## src/rtl/msu_data_reader_if.sv

```systemverilog
`default_nettype none
// ============================================================================
//  Module      : msu_data_reader_if
//  Description : Bundles the MSU register-block side (seek/read requests and
//                the returned byte) with the DDRAM arbiter read port used by
//                msu_data_reader.
//                slave  = the reader itself
//                master = everything around it (MSU block + DDRAM arbiter)
//  Revision    : 1.0  initial release
// ============================================================================
interface msu_data_reader_if #(
   parameter int DDR_AW = 29
);
   // MSU register block side
   logic [31:0]       msu_data_addr;
   logic              msu_data_seek;
   logic              msu_data_req;
   logic [31:0]       msu_data_size;
   logic [7:0]        msu_data_in;
   logic              msu_data_ack;

   // DDRAM arbiter side
   logic              ddr_rd;
   logic [DDR_AW-1:0] ddr_addr;
   logic [7:0]        ddr_burstcnt;
   logic              ddr_busy;
   logic [63:0]       ddr_dout;
   logic              ddr_dout_ready;

   modport slave (
      input  msu_data_addr, msu_data_seek, msu_data_req, msu_data_size,
      input  ddr_busy, ddr_dout, ddr_dout_ready,
      output msu_data_in, msu_data_ack,
      output ddr_rd, ddr_addr, ddr_burstcnt
   );

   modport master (
      output msu_data_addr, msu_data_seek, msu_data_req, msu_data_size,
      output ddr_busy, ddr_dout, ddr_dout_ready,
      input  msu_data_in, msu_data_ack,
      input  ddr_rd, ddr_addr, ddr_burstcnt
   );
endinterface
`default_nettype wire

```

## src/rtl/msu_data_reader.sv

```systemverilog
`default_nettype none
// ============================================================================
//  Module      : msu_data_reader
//  Description : Memory-side responder for the MSU-1 data-track port.
//                Holds the qword containing the current byte ("cur") plus a
//                prefetched following qword ("next"), so sequential byte
//                reads do not wait on DDRAM. At most one DDRAM read is in
//                flight; responses are matched against the qword index they
//                were requested for and dropped when no longer wanted.
//  Revision    : 1.0  initial release
// ============================================================================
module msu_data_reader #(
   parameter int                DDR_AW  = 29,
   parameter logic [DDR_AW-1:0] BASE_QW = '0
) (
   input  wire logic        CLK,
   input  wire logic        RST_N,
   msu_data_reader_if.slave bus
);

   typedef enum logic [2:0] {
      S_IDLE  = 3'd0,   // nothing valid, waiting for a seek
      S_SEEK  = 3'd1,   // fetching the qword a seek landed in
      S_PREF  = 3'd2,   // launch prefetch of the qword after cur
      S_READY = 3'd3,   // serving byte requests
      S_STALL = 3'd4    // crossed into a qword that is not on chip yet
   } state_t;

   // ------------------------------------------------------------------------
   // Registers
   // ------------------------------------------------------------------------
   state_t              state;
   logic [31:0]         ptr;          // byte address of the presented byte
   logic [31:0]         seek_addr;    // address latched by the last seek
   logic                seek_d;       // previous seek level for edge detect

   logic                cur_valid;
   logic [28:0]         cur_tag;
   logic [63:0]         cur_data;
   logic                next_valid;
   logic [28:0]         next_tag;
   logic [63:0]         next_data;

   logic                pend;         // a DDRAM read is requested or in flight
   logic [28:0]         pend_tag;     // qword index of that read
   logic                stale;        // in-flight read predates the last seek
   logic                ack_pend;     // raise ack one cycle after the byte

   logic [7:0]          byte_out;
   logic                ack;
   logic                rd;
   logic [DDR_AW-1:0]   rd_addr;

   // ------------------------------------------------------------------------
   // Combinational helpers
   // ------------------------------------------------------------------------
   logic [28:0]         qw;
   logic [31:0]         ptr_inc;
   logic [28:0]         qw_inc;
   logic [28:0]         cur_tag_inc;
   logic                cur_hit;
   logic                inc_eof;
   logic                pref_gone;
   logic                seek_det;
   logic                accept;
   logic                resp;
   logic                resp_cur;
   logic                resp_next;

   // In SEEK/STALL the fill logic looks at the address the byte will have
   // after this cycle's request, so a request during STALL is never lost.
   logic [31:0]         fill_ptr;
   logic [28:0]         fill_qw;
   logic                fill_hit;
   logic                fill_eof;
   logic                fill_gone;
   logic                fill_promote;

   assign qw          = ptr[31:3];
   assign ptr_inc     = ptr + 32'd1;
   assign qw_inc      = qw + 29'd1;
   assign cur_tag_inc = cur_tag + 29'd1;
   assign cur_hit     = cur_valid && (cur_tag == qw);
   assign inc_eof     = (ptr_inc >= bus.msu_data_size);
   // a qword is skipped only when its first byte is already past EOF
   assign pref_gone   = ({cur_tag_inc, 3'b000} >= bus.msu_data_size);

   assign seek_det    = bus.msu_data_seek &&
                        (!seek_d || (bus.msu_data_addr != seek_addr));
   assign accept      = rd && !bus.ddr_busy;
   // a response only counts once our read has been accepted
   assign resp        = bus.ddr_dout_ready && pend && !rd;
   assign resp_cur    = resp && !stale && (pend_tag == qw) && !cur_hit;
   assign resp_next   = resp && !stale && !resp_cur && cur_valid &&
                        !next_valid && (pend_tag == cur_tag_inc);

   assign fill_ptr     = (state == S_STALL && bus.msu_data_req) ? ptr_inc : ptr;
   assign fill_qw      = fill_ptr[31:3];
   assign fill_hit     = cur_valid && (cur_tag == fill_qw);
   assign fill_eof     = (fill_ptr >= bus.msu_data_size);
   assign fill_gone    = ({fill_qw, 3'b000} >= bus.msu_data_size);
   assign fill_promote = next_valid && (next_tag == fill_qw);

   // byte k of a qword lives in bits [8k+7:8k]
   function automatic logic [7:0] pick(input logic [63:0] q, input logic [2:0] k);
      return q[{k, 3'b000} +: 8];
   endfunction

   // qword index to DDRAM address; the sum wraps at DDR_AW bits
   function automatic logic [DDR_AW-1:0] qw_addr(input logic [28:0] tag);
      return BASE_QW + DDR_AW'(tag);
   endfunction

   // ------------------------------------------------------------------------
   // Seek handling, qword buffering, DDRAM read issue and byte presentation
   // ------------------------------------------------------------------------
   always_ff @(posedge CLK or negedge RST_N) begin
      if (!RST_N) begin
         state      <= S_IDLE;
         ptr        <= '0;
         seek_addr  <= '0;
         seek_d     <= 1'b0;
         cur_valid  <= 1'b0;
         cur_tag    <= '0;
         cur_data   <= '0;
         next_valid <= 1'b0;
         next_tag   <= '0;
         next_data  <= '0;
         pend       <= 1'b0;
         pend_tag   <= '0;
         stale      <= 1'b0;
         ack_pend   <= 1'b0;
         byte_out   <= 8'h00;
         ack        <= 1'b0;
         rd         <= 1'b0;
         rd_addr    <= '0;
      end else begin
         seek_d <= bus.msu_data_seek;

         if (accept) rd <= 1'b0;
         if (resp)   pend <= 1'b0;

         if (ack_pend) begin
            ack      <= 1'b1;
            ack_pend <= 1'b0;
         end

         if (seek_det) begin
            // a seek wins over a same-cycle request or response
            ptr        <= bus.msu_data_addr;
            seek_addr  <= bus.msu_data_addr;
            ack        <= 1'b0;
            ack_pend   <= 1'b0;
            cur_valid  <= 1'b0;
            next_valid <= 1'b0;
            stale      <= pend && !resp;
            state      <= S_SEEK;
         end else begin
            if (resp) stale <= 1'b0;

            if (resp_cur) begin
               cur_data  <= bus.ddr_dout;
               cur_tag   <= pend_tag;
               cur_valid <= 1'b1;
            end
            if (resp_next) begin
               next_data  <= bus.ddr_dout;
               next_tag   <= pend_tag;
               next_valid <= 1'b1;
            end

            case (state)
               S_SEEK, S_STALL: begin
                  ptr <= fill_ptr;
                  if (fill_hit) begin
                     byte_out <= fill_eof ? 8'h00 : pick(cur_data, fill_ptr[2:0]);
                     state    <= S_PREF;
                     if (state == S_SEEK) ack_pend <= 1'b1;
                  end else if (fill_promote) begin
                     // prefetch landed in next just as we crossed into it
                     cur_data   <= next_data;
                     cur_tag    <= next_tag;
                     cur_valid  <= 1'b1;
                     next_valid <= 1'b0;
                  end else if (!pend) begin
                     if (fill_gone) begin
                        byte_out <= 8'h00;
                        state    <= S_READY;
                        if (state == S_SEEK) ack_pend <= 1'b1;
                     end else begin
                        rd       <= 1'b1;
                        rd_addr  <= qw_addr(fill_qw);
                        pend     <= 1'b1;
                        pend_tag <= fill_qw;
                     end
                  end
               end

               S_PREF, S_READY: begin
                  if (state == S_PREF && !pend) begin
                     if (!next_valid && cur_valid && !pref_gone) begin
                        rd       <= 1'b1;
                        rd_addr  <= qw_addr(cur_tag_inc);
                        pend     <= 1'b1;
                        pend_tag <= cur_tag_inc;
                     end
                     state <= S_READY;
                  end

                  if (bus.msu_data_req) begin
                     ptr <= ptr_inc;
                     if (ptr[2:0] != 3'd7) begin
                        byte_out <= inc_eof ? 8'h00 : pick(cur_data, ptr_inc[2:0]);
                     end else if (next_valid && (next_tag == qw_inc)) begin
                        cur_data   <= next_data;
                        cur_tag    <= next_tag;
                        cur_valid  <= 1'b1;
                        next_valid <= 1'b0;
                        byte_out   <= inc_eof ? 8'h00 : next_data[7:0];
                        state      <= S_PREF;
                     end else begin
                        if (inc_eof) byte_out <= 8'h00;
                        state <= S_STALL;
                     end
                  end
               end

               default: ;   // S_IDLE: responses here have no owner
            endcase
         end
      end
   end

   assign bus.msu_data_in  = byte_out;
   assign bus.msu_data_ack = ack;
   assign bus.ddr_rd       = rd;
   assign bus.ddr_addr     = rd_addr;
   assign bus.ddr_burstcnt = 8'd1;

endmodule
`default_nettype wire

```

## src/flat_wrapper.sv

```systemverilog
// flat-port wrapper written by rule: the top's interface ports become plain ports
module msu_data_reader_flat 
#(
   parameter int                DDR_AW  = 29,
   parameter logic [DDR_AW-1:0] BASE_QW = '0
)
  (CLK, RST_N, bus_msu_data_addr, bus_msu_data_seek, bus_msu_data_req, bus_msu_data_size, bus_ddr_busy, bus_ddr_dout, bus_ddr_dout_ready, bus_msu_data_in, bus_msu_data_ack, bus_ddr_rd, bus_ddr_addr, bus_ddr_burstcnt);
  msu_data_reader_if #(.DDR_AW(DDR_AW)) bus_i ();
  input  wire logic CLK;
  input  wire logic RST_N;
  input wire logic [$bits(bus_i.msu_data_addr)-1:0] bus_msu_data_addr;
  input wire logic [$bits(bus_i.msu_data_seek)-1:0] bus_msu_data_seek;
  input wire logic [$bits(bus_i.msu_data_req)-1:0] bus_msu_data_req;
  input wire logic [$bits(bus_i.msu_data_size)-1:0] bus_msu_data_size;
  input wire logic [$bits(bus_i.ddr_busy)-1:0] bus_ddr_busy;
  input wire logic [$bits(bus_i.ddr_dout)-1:0] bus_ddr_dout;
  input wire logic [$bits(bus_i.ddr_dout_ready)-1:0] bus_ddr_dout_ready;
  output wire logic [$bits(bus_i.msu_data_in)-1:0] bus_msu_data_in;
  output wire logic [$bits(bus_i.msu_data_ack)-1:0] bus_msu_data_ack;
  output wire logic [$bits(bus_i.ddr_rd)-1:0] bus_ddr_rd;
  output wire logic [$bits(bus_i.ddr_addr)-1:0] bus_ddr_addr;
  output wire logic [$bits(bus_i.ddr_burstcnt)-1:0] bus_ddr_burstcnt;
  assign bus_i.msu_data_addr = bus_msu_data_addr;
  assign bus_i.msu_data_seek = bus_msu_data_seek;
  assign bus_i.msu_data_req = bus_msu_data_req;
  assign bus_i.msu_data_size = bus_msu_data_size;
  assign bus_i.ddr_busy = bus_ddr_busy;
  assign bus_i.ddr_dout = bus_ddr_dout;
  assign bus_i.ddr_dout_ready = bus_ddr_dout_ready;
  assign bus_msu_data_in = bus_i.msu_data_in;
  assign bus_msu_data_ack = bus_i.msu_data_ack;
  assign bus_ddr_rd = bus_i.ddr_rd;
  assign bus_ddr_addr = bus_i.ddr_addr;
  assign bus_ddr_burstcnt = bus_i.ddr_burstcnt;
  msu_data_reader #(.DDR_AW(DDR_AW), .BASE_QW(BASE_QW)) u_core (.CLK(CLK), .RST_N(RST_N), .bus(bus_i));
endmodule
```

## config.mk

```make
export PLATFORM = sky130hd
export DESIGN_NAME = msu_data_reader_flat
export DESIGN_NICKNAME = d
export VERILOG_FILES = /design/src/rtl/msu_data_reader_if.sv /design/src/rtl/msu_data_reader.sv /design/src/flat_wrapper.sv
export SDC_FILE = /design/constraint.sdc
export NUM_CORES = 1
export LEC_CHECK = 0
export ABC_AREA = 1
export BUFFER_PORTS_ARGS = -buffer_cell sky130_fd_sc_hd__buf_2
export CAP_MARGIN = 0
export CORE_UTILIZATION = 45
export CTS_CLUSTER_SIZE = 14
export DETAILED_ROUTE_END_ITERATION = 7
export GPL_ROUTABILITY_DRIVEN = 0
export MAX_ROUTING_LAYER = met4
export PLACE_DENSITY = 0.59
export SKIP_CTS_REPAIR_TIMING = 1
export SYNTH_ARGS = -nofsm -noshare
export SYNTH_HDL_FRONTEND = slang
export SYNTH_SLANG_ARGS = --single-unit
```

## constraint.sdc

```tcl
create_clock -name CLK -period 6.9 [get_ports CLK]
set_input_delay 1.035 -clock CLK [delete_from_list [all_inputs] [get_ports CLK]]
set_output_delay 1.035 -clock CLK [all_outputs]
set_load 0.03 [all_outputs]
```

==> flow_summary_export.csv <==
group,metric,value,unit
synth,async_reset_ff_share,100,%
route,drc,20,
grt,grt_max_degree,152,
timing,rsz0062_at_grt,"no",
timing,drv_slew,0,
clock_network,cts_made_buffers,39,
power,p_seq_share,23.1,%
synth,yosysTopAreaCell,"dfrtp_1",
grt,grt_usage,40.1,%
power,p_int,5.91,mW
power,peakVddDrop,0.242,mV
power,sw_frac_of_total,55.9,%
final_layout,drive_gt1_share,8.00,%
synth,yosysTopAreaCellShare,25.5,%
route,wl_per_cell,22.7,µm
route,drt_iter0_markers,4150,
setup_path,worstSetupEndpointType,"register",
synth,synth_edf_count,0,
placement,hpwl,92300,µm
timing,timing.final.crit_period,5.18,ns
placement,portBuffers,172,
die,ios,181,
clock_network,clk_latency,0.61,ns
timing,hold_viol,0,
route,dr_total_vias,33521,
die,core,64300,µm²
clock_network,htreeDepth,2,
clock_network,cts_buffer_depth,3,
timing,final-setup-viol-count,0,
synth,ys_seq_elements,298,
grt,antenna_found_initial,6,
final_layout,layout.nets,5127,
setup_path,worst_path_most_repeated_cell,"nand2_1",
setup_path,critPathRequiredTime,7.38,ns
synth,syn-cell-area,29300,µm²
clock_network,cts_tree,"built",
final_layout,layout_common_cells,"nand2_1, inv_1, nand3_1, nor2_1, dfrtp_1",
setup_path,start_kind,"register",
setup_path,cpPeakStageDelay,0.79,ns
setup_path,crit_arrival,5.67,ns
timing,finalSetupTns,0,ns
setup_path,cp_max_fo,49,
setup_path,worst-setup-path-type,"register to register",
setup_path,r2r_setup_slack,1.72,ns
status,outcome,"finished with violations",
setup_path,r2r-end,"u_core.cur_tag[0]$_DFFE_PN0N_",
run,cap_violations,0,
timing,slew_headroom,24.3,%
route,drt_pass1_iterations,8,
clock_network,cts-root-buf,"clkbuf_16",
timing,timing.final.crit_share,75.1,%
min_path,hp-class,"input pin to asynchronous set/reset pin",
die,chipWidth,257,µm
timing,max_freq,193,MHz
power,p_leak,16.6,nW
route,routed_via_density,5.79,
setup_path,crit_chain,"ha_1, nand2_1, nor2_2, nand2_2, nor2_1, nand2_1, nand2_1, nand3_2, nand2_2, nand2_1, nand2_1, nor2_1, nand4_1, inv_1, nand3_4, buf_4, buf_4, nand3_1, nand2_1, nand2_1, a21oi_1",
grt,grt_pass1_vias,30853,
timing,tightest_slew,1.14,ns
synth,syn_area_per_cell,5.95,µm²
final_layout,area_growth,8.31,%
synth,synth_cell_types,62,
grt,gr-total-overflow,0,
grt,grt_first_pass_wirelength,196000,µm
status,violations,"DRC",
final_layout,layout_commonest_cell,"nand2_1",
power,pwr-share-comb,60.3,%
synth,ys_warn_count,0,
setup_path,worstReg2RegStart,"u_core.ptr[3]$_DFFE_PN0P_",
die,initial_core_util,45.5,%
timing,skew,0.0255,ns
power,p_switching,7.50,mW
clock_network,cts.sinks,298,
power,power_density,423,nW/µm²
power,p_total,13.4,mW
route,ant_nets,0,
die,fp-row-count,93,
synth,yosysSeqAreaShare,25.5,%
setup_path,cp_slowest_cell,"buf_4",
synth,synth_ff_type,"dfrtp_1",
die,die_h,257,µm
setup_path,rr_worst_depth,21,
synth,synth_cells,4917,
clock_network,clk_pin_slew_worst_paths,0.07,ns
route,wirelength,131000,µm
synth,synth_area_leaders,"dfrtp_1, nand2_1, nand3_1",
power,p_clk_share,16.6,%
die,dieArea,66100,µm²
-- critical path: cells and delay by family (launching register included) --
kind	cells	cell delay, ns
AO/OA/AOI/OAI	1	0.28
adder cells (fa/ha/maj)	1	0.33
buffers and inverters	3	1.45
flip-flops	1	0.70
AND/OR/NAND/NOR	16	2.27
-- metal layers --
metal | wire, µm | global-route usage (%)
met5 | 0 | -
met2 | 57300 | 60.5
met4 | 9790 | 24.8
met1 | 51300 | 49.0
met3 | 12900 | 8.32
-- cell families (layout without fill, tap and decap cells) --
family	after synthesis	count (layout)	synth area share, %
AOI/OAI and AO/OA	618	618	11.4
xor gates and xnor gates	127	127	3.92
adders and majority gates	97	97	4.15
buffers and inverters	897	898	12.6
DFF	298	298	25.5
muxes	1	1	0.0342
other	2	14	0.0257
and+or+nand+nor	2877	2877	42.4
-- registers in the layout, summed over array words and instances (netlist names), 3 cells and up --
name / count
u_core.bus.ddr_addr: 29
u_core.bus.msu_data_in: 8
u_core.cur_data: 64
u_core.cur_tag: 29
u_core.next_data: 64
u_core.next_tag: 29
u_core.ptr: 32
u_core.seek_addr: 32
u_core.state: 3
-- stage by stage --
stage | area, µm² | cells | hold WS [ns] | utilization [%] | setup slack (ns)
final | 31700 | 5785 | 0.481 | 49.3 | 1.72
after global routing | 31700 | 5785 | 0.516 | 49.3 | 1.63
after CTS | 31700 | 5779 | 0.497 | 49.2 | 2.01
after detailed placement | 30300 | 5710 | 0.479 | 47.1 | 2.06
after global placement | 30300 | 5710 | 0.473 | 47.1 | 2.03
after floorplan | 29300 | 4923 | 0.456 | - | 3.17
-- worst max path at each step --
stage / startpoint / endpoint / slack (ns) / cells past startpoint
floorplan: bus_msu_data_req / u_core.bus.msu_data_in[0]$_DFFE_PN0P_ / 3.17 / 21
global placement: bus_msu_data_req / u_core.bus.msu_data_in[1]$_DFFE_PN0P_ / 2.03 / 20
detailed placement: u_core.ptr[3]$_DFFE_PN0P_ / u_core.cur_tag[0]$_DFFE_PN0N_ / 2.06 / 21
CTS: u_core.ptr[3]$_DFFE_PN0P_ / u_core.bus.ddr_addr[21]$_DFFE_PN0P_ / 2.01 / 23
global route: u_core.ptr[3]$_DFFE_PN0P_ / u_core.bus.msu_data_in[3]$_DFFE_PN0P_ / 1.63 / 22
finish: u_core.ptr[3]$_DFFE_PN0P_ / u_core.cur_tag[0]$_DFFE_PN0N_ / 1.72 / 21
-- power by group through the flow --
stage               sequential [mW]  clock (mW)  combinational (mW)
global placement               3.09           0                7.75
detailed placement             3.08           0                7.77
floorplan                      2.73           0                5.54
CTS                            3.05        2.24                7.81
global route                   3.14        2.30                8.85
finish                         3.10        2.22                8.08
-- layout make-up --
cell class / count / area [µm²]
Fill cell: 6962 / 32600
Multi-Input combinational cell: 3728 / 18200
Sequential cell: 298 / 7460
Inverter: 615 / 2310
Timing Repair Buffer: 214 / 1260
Clock buffer: 53 / 1130
Tap cell: 855 / 1070
Clock inverter: 16 / 223
Antenna cell: 6 / 15.0
-- cell usage after synthesis (4+ instances only) --
library cell	count
nand3_1	504
a211oi_1	5
o211ai_1	39
nor2_1	372
buf_2	91
clkbuf_1	119
nand4_1	169
nor3_1	27
buf_6	13
nor4_1	20
a21oi_1	218
inv_1	596
o221ai_1	9
o22ai_1	7
inv_2	14
dfrtp_1	298
and2_1	4
nand2_4	6
buf_1	29
o2111ai_1	5
o21ai_1	67
o311ai_0	7
xor2_1	72
nand3_2	14
or2_2	5
xnor2_1	52
nand2_1	1691
buf_4	27
clkinv_1	4
nand2_2	15
ha_1	97
o21ai_0	245
nand3b_1	5
nor2_4	12
nor2_2	19
Power figures use the tool's default switching activity.
